[config.mk]
export PLATFORM = sky130hd
export DESIGN_NAME = ram16k_seq_engine
export DESIGN_NICKNAME = d
export VERILOG_FILES = /design/src/rtl/ram16k_seq_engine_pkg.sv /design/src/rtl/ram16k_rd_pipe.sv /design/src/rtl/ram16k_seq_engine.sv
export SDC_FILE = /design/constraint.sdc
export NUM_CORES = 1
export LEC_CHECK = 0
export ABC_CLOCK_PERIOD_IN_PS = 2630
export BUFFER_PORTS_ARGS = -buffer_cell sky130_fd_sc_hd__buf_2
export CORE_MARGIN = 2
export CORE_UTILIZATION = 30
export DETAILED_ROUTE_END_ITERATION = 7
export SYNTH_ARGS = -nofsm -noshare
export SYNTH_HDL_FRONTEND = slang
export SYNTH_SLANG_ARGS = --single-unit
[constraint.sdc]
create_clock -name clk -period 2.63 [get_ports clk]
set_input_delay 0.263 -clock clk [delete_from_list [all_inputs] [get_ports clk]]
set_output_delay 0.263 -clock clk [all_outputs]
set_load 0.02 [all_outputs]
[src/rtl/ram16k_seq_engine_pkg.sv]
// ram16k_seq_engine_pkg
// Shared definitions for the 16K x 16 RAM sequencing engine: FSM state
// encoding, command opcodes and default geometry of the target RAM.
package ram16k_seq_engine_pkg;

    localparam int AW_DEF  = 14;
    localparam int DW_DEF  = 16;
    localparam int MAX_LEN = 16384;

    localparam logic OP_FILL   = 1'b0;
    localparam logic OP_VERIFY = 1'b1;

    typedef enum logic [2:0] {
        ST_IDLE  = 3'd0,
        ST_WRITE = 3'd1,
        ST_READ  = 3'd2,
        ST_DRAIN = 3'd3,
        ST_DONE  = 3'd4
    } state_t;

endpackage

[src/rtl/ram16k_rd_pipe.sv]
// ram16k_rd_pipe
// RD_LAT-deep shift register that carries {valid, expected, addr} for each
// issued read so the tag lines up with the RAM's DOut when it returns.
// Ports:
//   clk, rst_n        clock, asynchronous active-low reset (valid tags only)
//   vld_i/exp_i/addr_i tag entering the pipe on the cycle the read is issued
//   vld_o/exp_o/addr_o tag aligned with the returning read data
module ram16k_rd_pipe
    import ram16k_seq_engine_pkg::*;
#(
    parameter int RD_LAT = 1,
    parameter int AW     = AW_DEF,
    parameter int DW     = DW_DEF
) (
    input  logic          clk,
    input  logic          rst_n,
    input  logic          vld_i,
    input  logic [DW-1:0] exp_i,
    input  logic [AW-1:0] addr_i,
    output logic          vld_o,
    output logic [DW-1:0] exp_o,
    output logic [AW-1:0] addr_o
);

    logic [RD_LAT-1:0] vld_q;
    logic [DW-1:0]     exp_q  [RD_LAT];
    logic [AW-1:0]     addr_q [RD_LAT];

    always_ff @(posedge clk or negedge rst_n) begin
        if (!rst_n) begin
            vld_q <= '0;
        end else begin
            vld_q[0] <= vld_i;
            for (int i = 1; i < RD_LAT; i++) begin
                vld_q[i] <= vld_q[i-1];
            end
        end
    end

    // Payload is qualified by vld_q, so it needs no reset.
    always_ff @(posedge clk) begin
        exp_q[0]  <= exp_i;
        addr_q[0] <= addr_i;
        for (int i = 1; i < RD_LAT; i++) begin
            exp_q[i]  <= exp_q[i-1];
            addr_q[i] <= addr_q[i-1];
        end
    end

    assign vld_o  = vld_q[RD_LAT-1];
    assign exp_o  = exp_q[RD_LAT-1];
    assign addr_o = addr_q[RD_LAT-1];

endmodule

[src/rtl/ram16k_seq_engine.sv]
// ram16k_seq_engine
// Self-timed fill/verify initiator for a 16K x 16 synchronous RAM. A fill
// writes seed+i to base+i for i in 0..len-1; a verify reads the same range
// back and counts words that differ from seed+i, remembering the first one.
// Ports:
//   clk, rst_n               clock, asynchronous active-low reset
//   start, op, base, len, seed command (sampled only in IDLE)
//   busy, done               status; done is a one-cycle completion pulse
//   err_cnt, err_addr        verify mismatch count (saturating), first bad address
//   ram_e/ram_w/ram_r/ram_addr/ram_din  registered RAM command outputs
//   ram_dout                 RAM read data, RD_LAT cycles after ram_r
module ram16k_seq_engine
    import ram16k_seq_engine_pkg::*;
#(
    parameter int RD_LAT = 1,
    parameter int AW     = AW_DEF,
    parameter int DW     = DW_DEF
) (
    input  logic          clk,
    input  logic          rst_n,
    input  logic          start,
    input  logic          op,
    input  logic [AW-1:0] base,
    input  logic [AW:0]   len,
    input  logic [DW-1:0] seed,
    output logic          busy,
    output logic          done,
    output logic [DW-1:0] err_cnt,
    output logic [AW-1:0] err_addr,
    output logic          ram_e,
    output logic          ram_w,
    output logic          ram_r,
    output logic [AW-1:0] ram_addr,
    output logic [DW-1:0] ram_din,
    input  logic [DW-1:0] ram_dout
);

    function automatic logic [DW-1:0] sat_inc(input logic [DW-1:0] v);
        return (&v) ? v : v + DW'(1);
    endfunction

    state_t        state_q, state_d;
    logic [AW-1:0] addr_q, addr_d;
    logic [DW-1:0] pat_q, pat_d;
    logic [AW:0]   rem_q, rem_d;      // words still to issue, including the current one
    logic [2:0]    drain_q, drain_d;
    logic          busy_q, busy_d;
    logic          done_q, done_d;
    logic          e_q, e_d;
    logic          w_q, w_d;
    logic          r_q, r_d;
    logic [DW-1:0] err_cnt_q, err_cnt_d;
    logic [AW-1:0] err_addr_q, err_addr_d;

    logic          pv;
    logic [DW-1:0] pexp;
    logic [AW-1:0] paddr;

    // The tag enters the pipe on the same edge the RAM samples the read.
    ram16k_rd_pipe #(
        .RD_LAT (RD_LAT),
        .AW     (AW),
        .DW     (DW)
    ) u_rd_pipe (
        .clk    (clk),
        .rst_n  (rst_n),
        .vld_i  (r_q),
        .exp_i  (pat_q),
        .addr_i (addr_q),
        .vld_o  (pv),
        .exp_o  (pexp),
        .addr_o (paddr)
    );

    always_ff @(posedge clk or negedge rst_n) begin
        if (!rst_n) begin
            state_q    <= ST_IDLE;
            addr_q     <= '0;
            pat_q      <= '0;
            rem_q      <= '0;
            drain_q    <= '0;
            busy_q     <= 1'b0;
            done_q     <= 1'b0;
            e_q        <= 1'b0;
            w_q        <= 1'b0;
            r_q        <= 1'b0;
            err_cnt_q  <= '0;
            err_addr_q <= '0;
        end else begin
            state_q    <= state_d;
            addr_q     <= addr_d;
            pat_q      <= pat_d;
            rem_q      <= rem_d;
            drain_q    <= drain_d;
            busy_q     <= busy_d;
            done_q     <= done_d;
            e_q        <= e_d;
            w_q        <= w_d;
            r_q        <= r_d;
            err_cnt_q  <= err_cnt_d;
            err_addr_q <= err_addr_d;
        end
    end

    // Outputs are registered, so every next-state value below describes
    // what the RAM and host see in the following cycle.
    always_comb begin
        state_d    = state_q;
        addr_d     = addr_q;
        pat_d      = pat_q;
        rem_d      = rem_q;
        drain_d    = drain_q;
        busy_d     = busy_q;
        done_d     = 1'b0;
        e_d        = e_q;
        w_d        = w_q;
        r_d        = r_q;
        err_cnt_d  = err_cnt_q;
        err_addr_d = err_addr_q;

        if (pv && (ram_dout != pexp)) begin
            err_cnt_d = sat_inc(err_cnt_q);
            if (err_cnt_q == '0) begin
                err_addr_d = paddr;
            end
        end

        case (state_q)
            ST_IDLE: begin
                if (start) begin
                    err_cnt_d  = '0;
                    err_addr_d = '0;
                    if (len == '0) begin
                        done_d  = 1'b1;
                        state_d = ST_DONE;
                    end else begin
                        addr_d = base;
                        pat_d  = seed;
                        rem_d  = len;
                        busy_d = 1'b1;
                        e_d    = 1'b1;
                        if (op == OP_FILL) begin
                            w_d     = 1'b1;
                            state_d = ST_WRITE;
                        end else begin
                            r_d     = 1'b1;
                            state_d = ST_READ;
                        end
                    end
                end
            end

            ST_WRITE: begin
                if (rem_q == (AW+1)'(1)) begin
                    e_d     = 1'b0;
                    w_d     = 1'b0;
                    busy_d  = 1'b0;
                    done_d  = 1'b1;
                    state_d = ST_DONE;
                end else begin
                    addr_d = addr_q + AW'(1);   // wraps 16383 -> 0
                    pat_d  = pat_q + DW'(1);
                    rem_d  = rem_q - (AW+1)'(1);
                end
            end

            ST_READ: begin
                if (rem_q == (AW+1)'(1)) begin
                    e_d     = 1'b0;
                    r_d     = 1'b0;
                    drain_d = '0;
                    state_d = ST_DRAIN;
                end else begin
                    addr_d = addr_q + AW'(1);
                    pat_d  = pat_q + DW'(1);
                    rem_d  = rem_q - (AW+1)'(1);
                end
            end

            // Wait for the last RD_LAT returns to be compared.
            ST_DRAIN: begin
                if (drain_q == 3'(RD_LAT - 1)) begin
                    busy_d  = 1'b0;
                    done_d  = 1'b1;
                    state_d = ST_DONE;
                end else begin
                    drain_d = drain_q + 3'd1;
                end
            end

            ST_DONE: begin
                state_d = ST_IDLE;
            end

            default: begin
                state_d = ST_IDLE;
            end
        endcase
    end

    assign busy     = busy_q;
    assign done     = done_q;
    assign err_cnt  = err_cnt_q;
    assign err_addr = err_addr_q;
    assign ram_e    = e_q;
    assign ram_w    = w_q;
    assign ram_r    = r_q;
    assign ram_addr = addr_q;
    assign ram_din  = pat_q;

endmodule
==> qor.csv <==
stage,metric,value,unit
critical_path,cp-start-kind,flip-flop,
yosys,synth_commonest_cells,"dfrtp_1 (87), nand2_1 (81), a21oi_1 (65)",
sta,fin_tns_setup,0,ps
sta,min_period,2180,ps
clocking,worst_skew_pair.late_latency,420,ps
yosys,synth_edf_count,0,
job,maxCapViolations,0,
global_route,grt_pass1_wl,27000,um
yosys,synth_area_leaders,"dfrtp_1 (37%), dfxtp_1 (10%), a21oi_1 (5.5%), nand2_1 (5.2%), o21ai_0 (3.9%)",
clocking,numCtsBuffers,17,
pwr,power.total,10.3,mW
yosys,synth_top_area_frac,0.369,
yosys,syn_avg_cell_area,9.34,um^2
floorplan,num_rows,51,
yosys,synth_compound_area_frac,0.214,
floorplan,pin_count,130,
yosys,netlist_area,5890,um^2
detailed_routing,drt_iter0_markers,394,
yosys,async_flop_share,0.744,
global_route,antenna_found_initial,2,
sta,slew_headroom,0.581,
detailed_routing,viasPerCell,5.13,
clocking,cts_sinks,117,
yosys,synthSimpleGateAreaFrac,0.201,
final_layout,nets,834,
placement,io_buffers,129,
detailed_routing,wirelength,17100,um
floorplan,start_util,0.304,
worst_hold_path,hold_path.class,in -> reg,
yosys,synth-adder-area-share,0.0170,
clocking,cts.clk_slew.worst_paths,60,ps
sta,fmax,0.458,GHz
critical_path,crit_arrival,2490,ps
clocking,clock_path_buffers,2,
yosys,synth_mux_area_frac,0.0291,
floorplan,core,19400,um^2
floorplan,die_width,144,um
pwr,ir_drop,571,uV
detailed_routing,wire_per_inst,16.4,um
yosys,yosysUniqueCellTypes,70,
clocking,htreeDepth,4,
critical_path,crit_fanout,30,
sta,skew,8.72,ps
placement,place.gp.congestion,0.868,
sta,drv_slew,0,
pwr,leakage,3.18,nW
yosys,synthCells,631,
global_route,grt_usage,0.169,
sta,final.period_utilization,0.830,
yosys,syn-num-nets,704,
critical_path,crit_type,reg -> reg,
detailed_routing,via_count,5343,
yosys,synth_seq_cells,117,
placement,dp_hpwl,12400,um
clocking,clk_root_buffer_cell,clkbuf_16,
detailed_routing,first_pass_iters,5,
final_layout,fillers,1978,
status,outcome,"complete, no violations",
final_layout,seq_area,2780,um^2
global_route,grt_overflow,0,
yosys,synth_largest_area_cell,dfrtp_1,
detailed_routing,drc,0,
critical_path,end_kind,flip-flop,
yosys,synthFlopType,dfrtp_1,
floorplan,die-area,20800,um^2
sta,tightest_slew,622,ps
detailed_routing,ant_nets,0,
yosys,synth_xor_area_frac,0.0253,
final_layout,area_delta_synth_final,26.8,%
global_route,grt_max_degree,38,
yosys,synth_top_family_by_area,compound AO/OA/AOI/OAI gates,
final_layout,multi_input_area,2870,um^2
yosys,yosys.cell_count.top_type,dfrtp_1,
sta,rsz0062_at_grt,no,
yosys,synth_seq_area_share,0.471,
global_route,grt_pass1_vias,5016,
clocking,cts_tree,done,
sta,setup_violations,0,
final_layout,finish.utilization,0.385,
pwr,pwr_density_cell,1380,nW/um^2
final_layout,drive_above_1_share,0.257,
yosys,yosys_warnings,0,
sta,hold_viol_final,0,
critical_path,critPathRequiredTime,2930,ps
floorplan,die_y,144,um
state kept, by name, summed over array words and instances, names as in the netlist:
register and cells:
err_addr 14, state_q 3, ram_addr 14, rem_q 15, err_cnt 16, ram_w 1
u_rd_pipe.exp_q 16, ram_e 1, done 1, ram_r 1, ram_din 16, drain_q 3
u_rd_pipe.addr_q 14, u_rd_pipe.vld_o 1, busy 1
routing by layer:
metal / share of wire / routed length, um / track usage
met1: 0.46 / 7840 / 0.220
met2: 0.47 / 8030 / 0.270
met3: 0.056 / 961 / 0.0477
met4: 0.015 / 255 / 0.0603
met5: 0 / 0 / 0
where the power goes:
| group | switching, mW | internal, mW | total [mW] |
|---|---|---|---|
| logic | 2.83 | 1.81 | 4.64 |
| registers | 0.765 | 2.57 | 3.33 |
| clock network | 0.835 | 1.52 | 2.36 |
what timing repair did:
| action | in CTS | in global routing |
|---|---|---|
| hold buffers | 1 | 0 |
| endpoints found under the hold margin | 27 | 0 |
| gates resized for setup | 0 | 0 |
| buffers inserted | 0 | 0 |
| setup endpoints to repair | 0 | 0 |
worst paths after layout:
path | from | depth (start not counted) | end | slack, ps
max | rem_q[10] | 6 | rem_q[3] | 450
min | op | 2 | ram_w | 110
max reg2reg | rem_q[10] | 6 | rem_q[3] | 450
min reg2reg | ram_din[15] | 0 | u_rd_pipe.exp_q[0][15] | 420
max in group asynchronous | rst_n | 3 | err_cnt[13] | 1620
min in group asynchronous | rst_n | 2 | err_addr[5] | 340
cells in the final DEF, fill, tap and decap left out, drive strengths merged, types with 8 or more instances in the layout:
cell type	n
o21ai	47
o22ai	15
o211ai	8
nor4	18
dfxtp	30
mux2i	16
dfrtp	87
nand2	81
nand3	34
nor3	12
clkbuf	24
nand4	15
nor2	32
ha	8
o31ai	8
buf	148
a21oi	65
inv	12
xnor2	16
worst max-delay path, stage by stage, from the launching register on:
cell and delay (ps):
dfrtp_1 440, nor4_1 490, and4_1 440, o22ai_4 240, buf_12 240, a21oi_1 140
a21oi_1 60
area by class of cell:
cell class / instances / share of cell area
Inverter: 12 / 0.00603
Tap cell: 265 / 0.0444
Clock buffer: 24 / 0.0675
Clock inverter: 8 / 0.0127
Timing Repair Buffer: 149 / 0.112
Sequential cell: 117 / 0.372
Antenna cell: 3 / 0.00100
Multi-Input combinational cell: 464 / 0.384
cells by family after synthesis:
group | Yosys count
XOR/XNOR | 17
multiplexers | 17
buffers and inverters | 50
AND/OR/NAND/NOR | 226
flip-flops | 117
adder cells (fa/ha/maj) | 8
AO/OA/AOI/OAI | 196
per-stage QoR:
step	worst slack [ps]	instance area, um^2	hold slack [ps]	std cells
after floorplan	608	5890	-32.6	631
final	448	7470	108	1042
after CTS	472	7460	92.2	1039
after global routing	313	7460	112	1039
after detailed placement	465	6860	243	1006
after global placement	496	6860	240	1006
(Power assumes the default switching activity.)
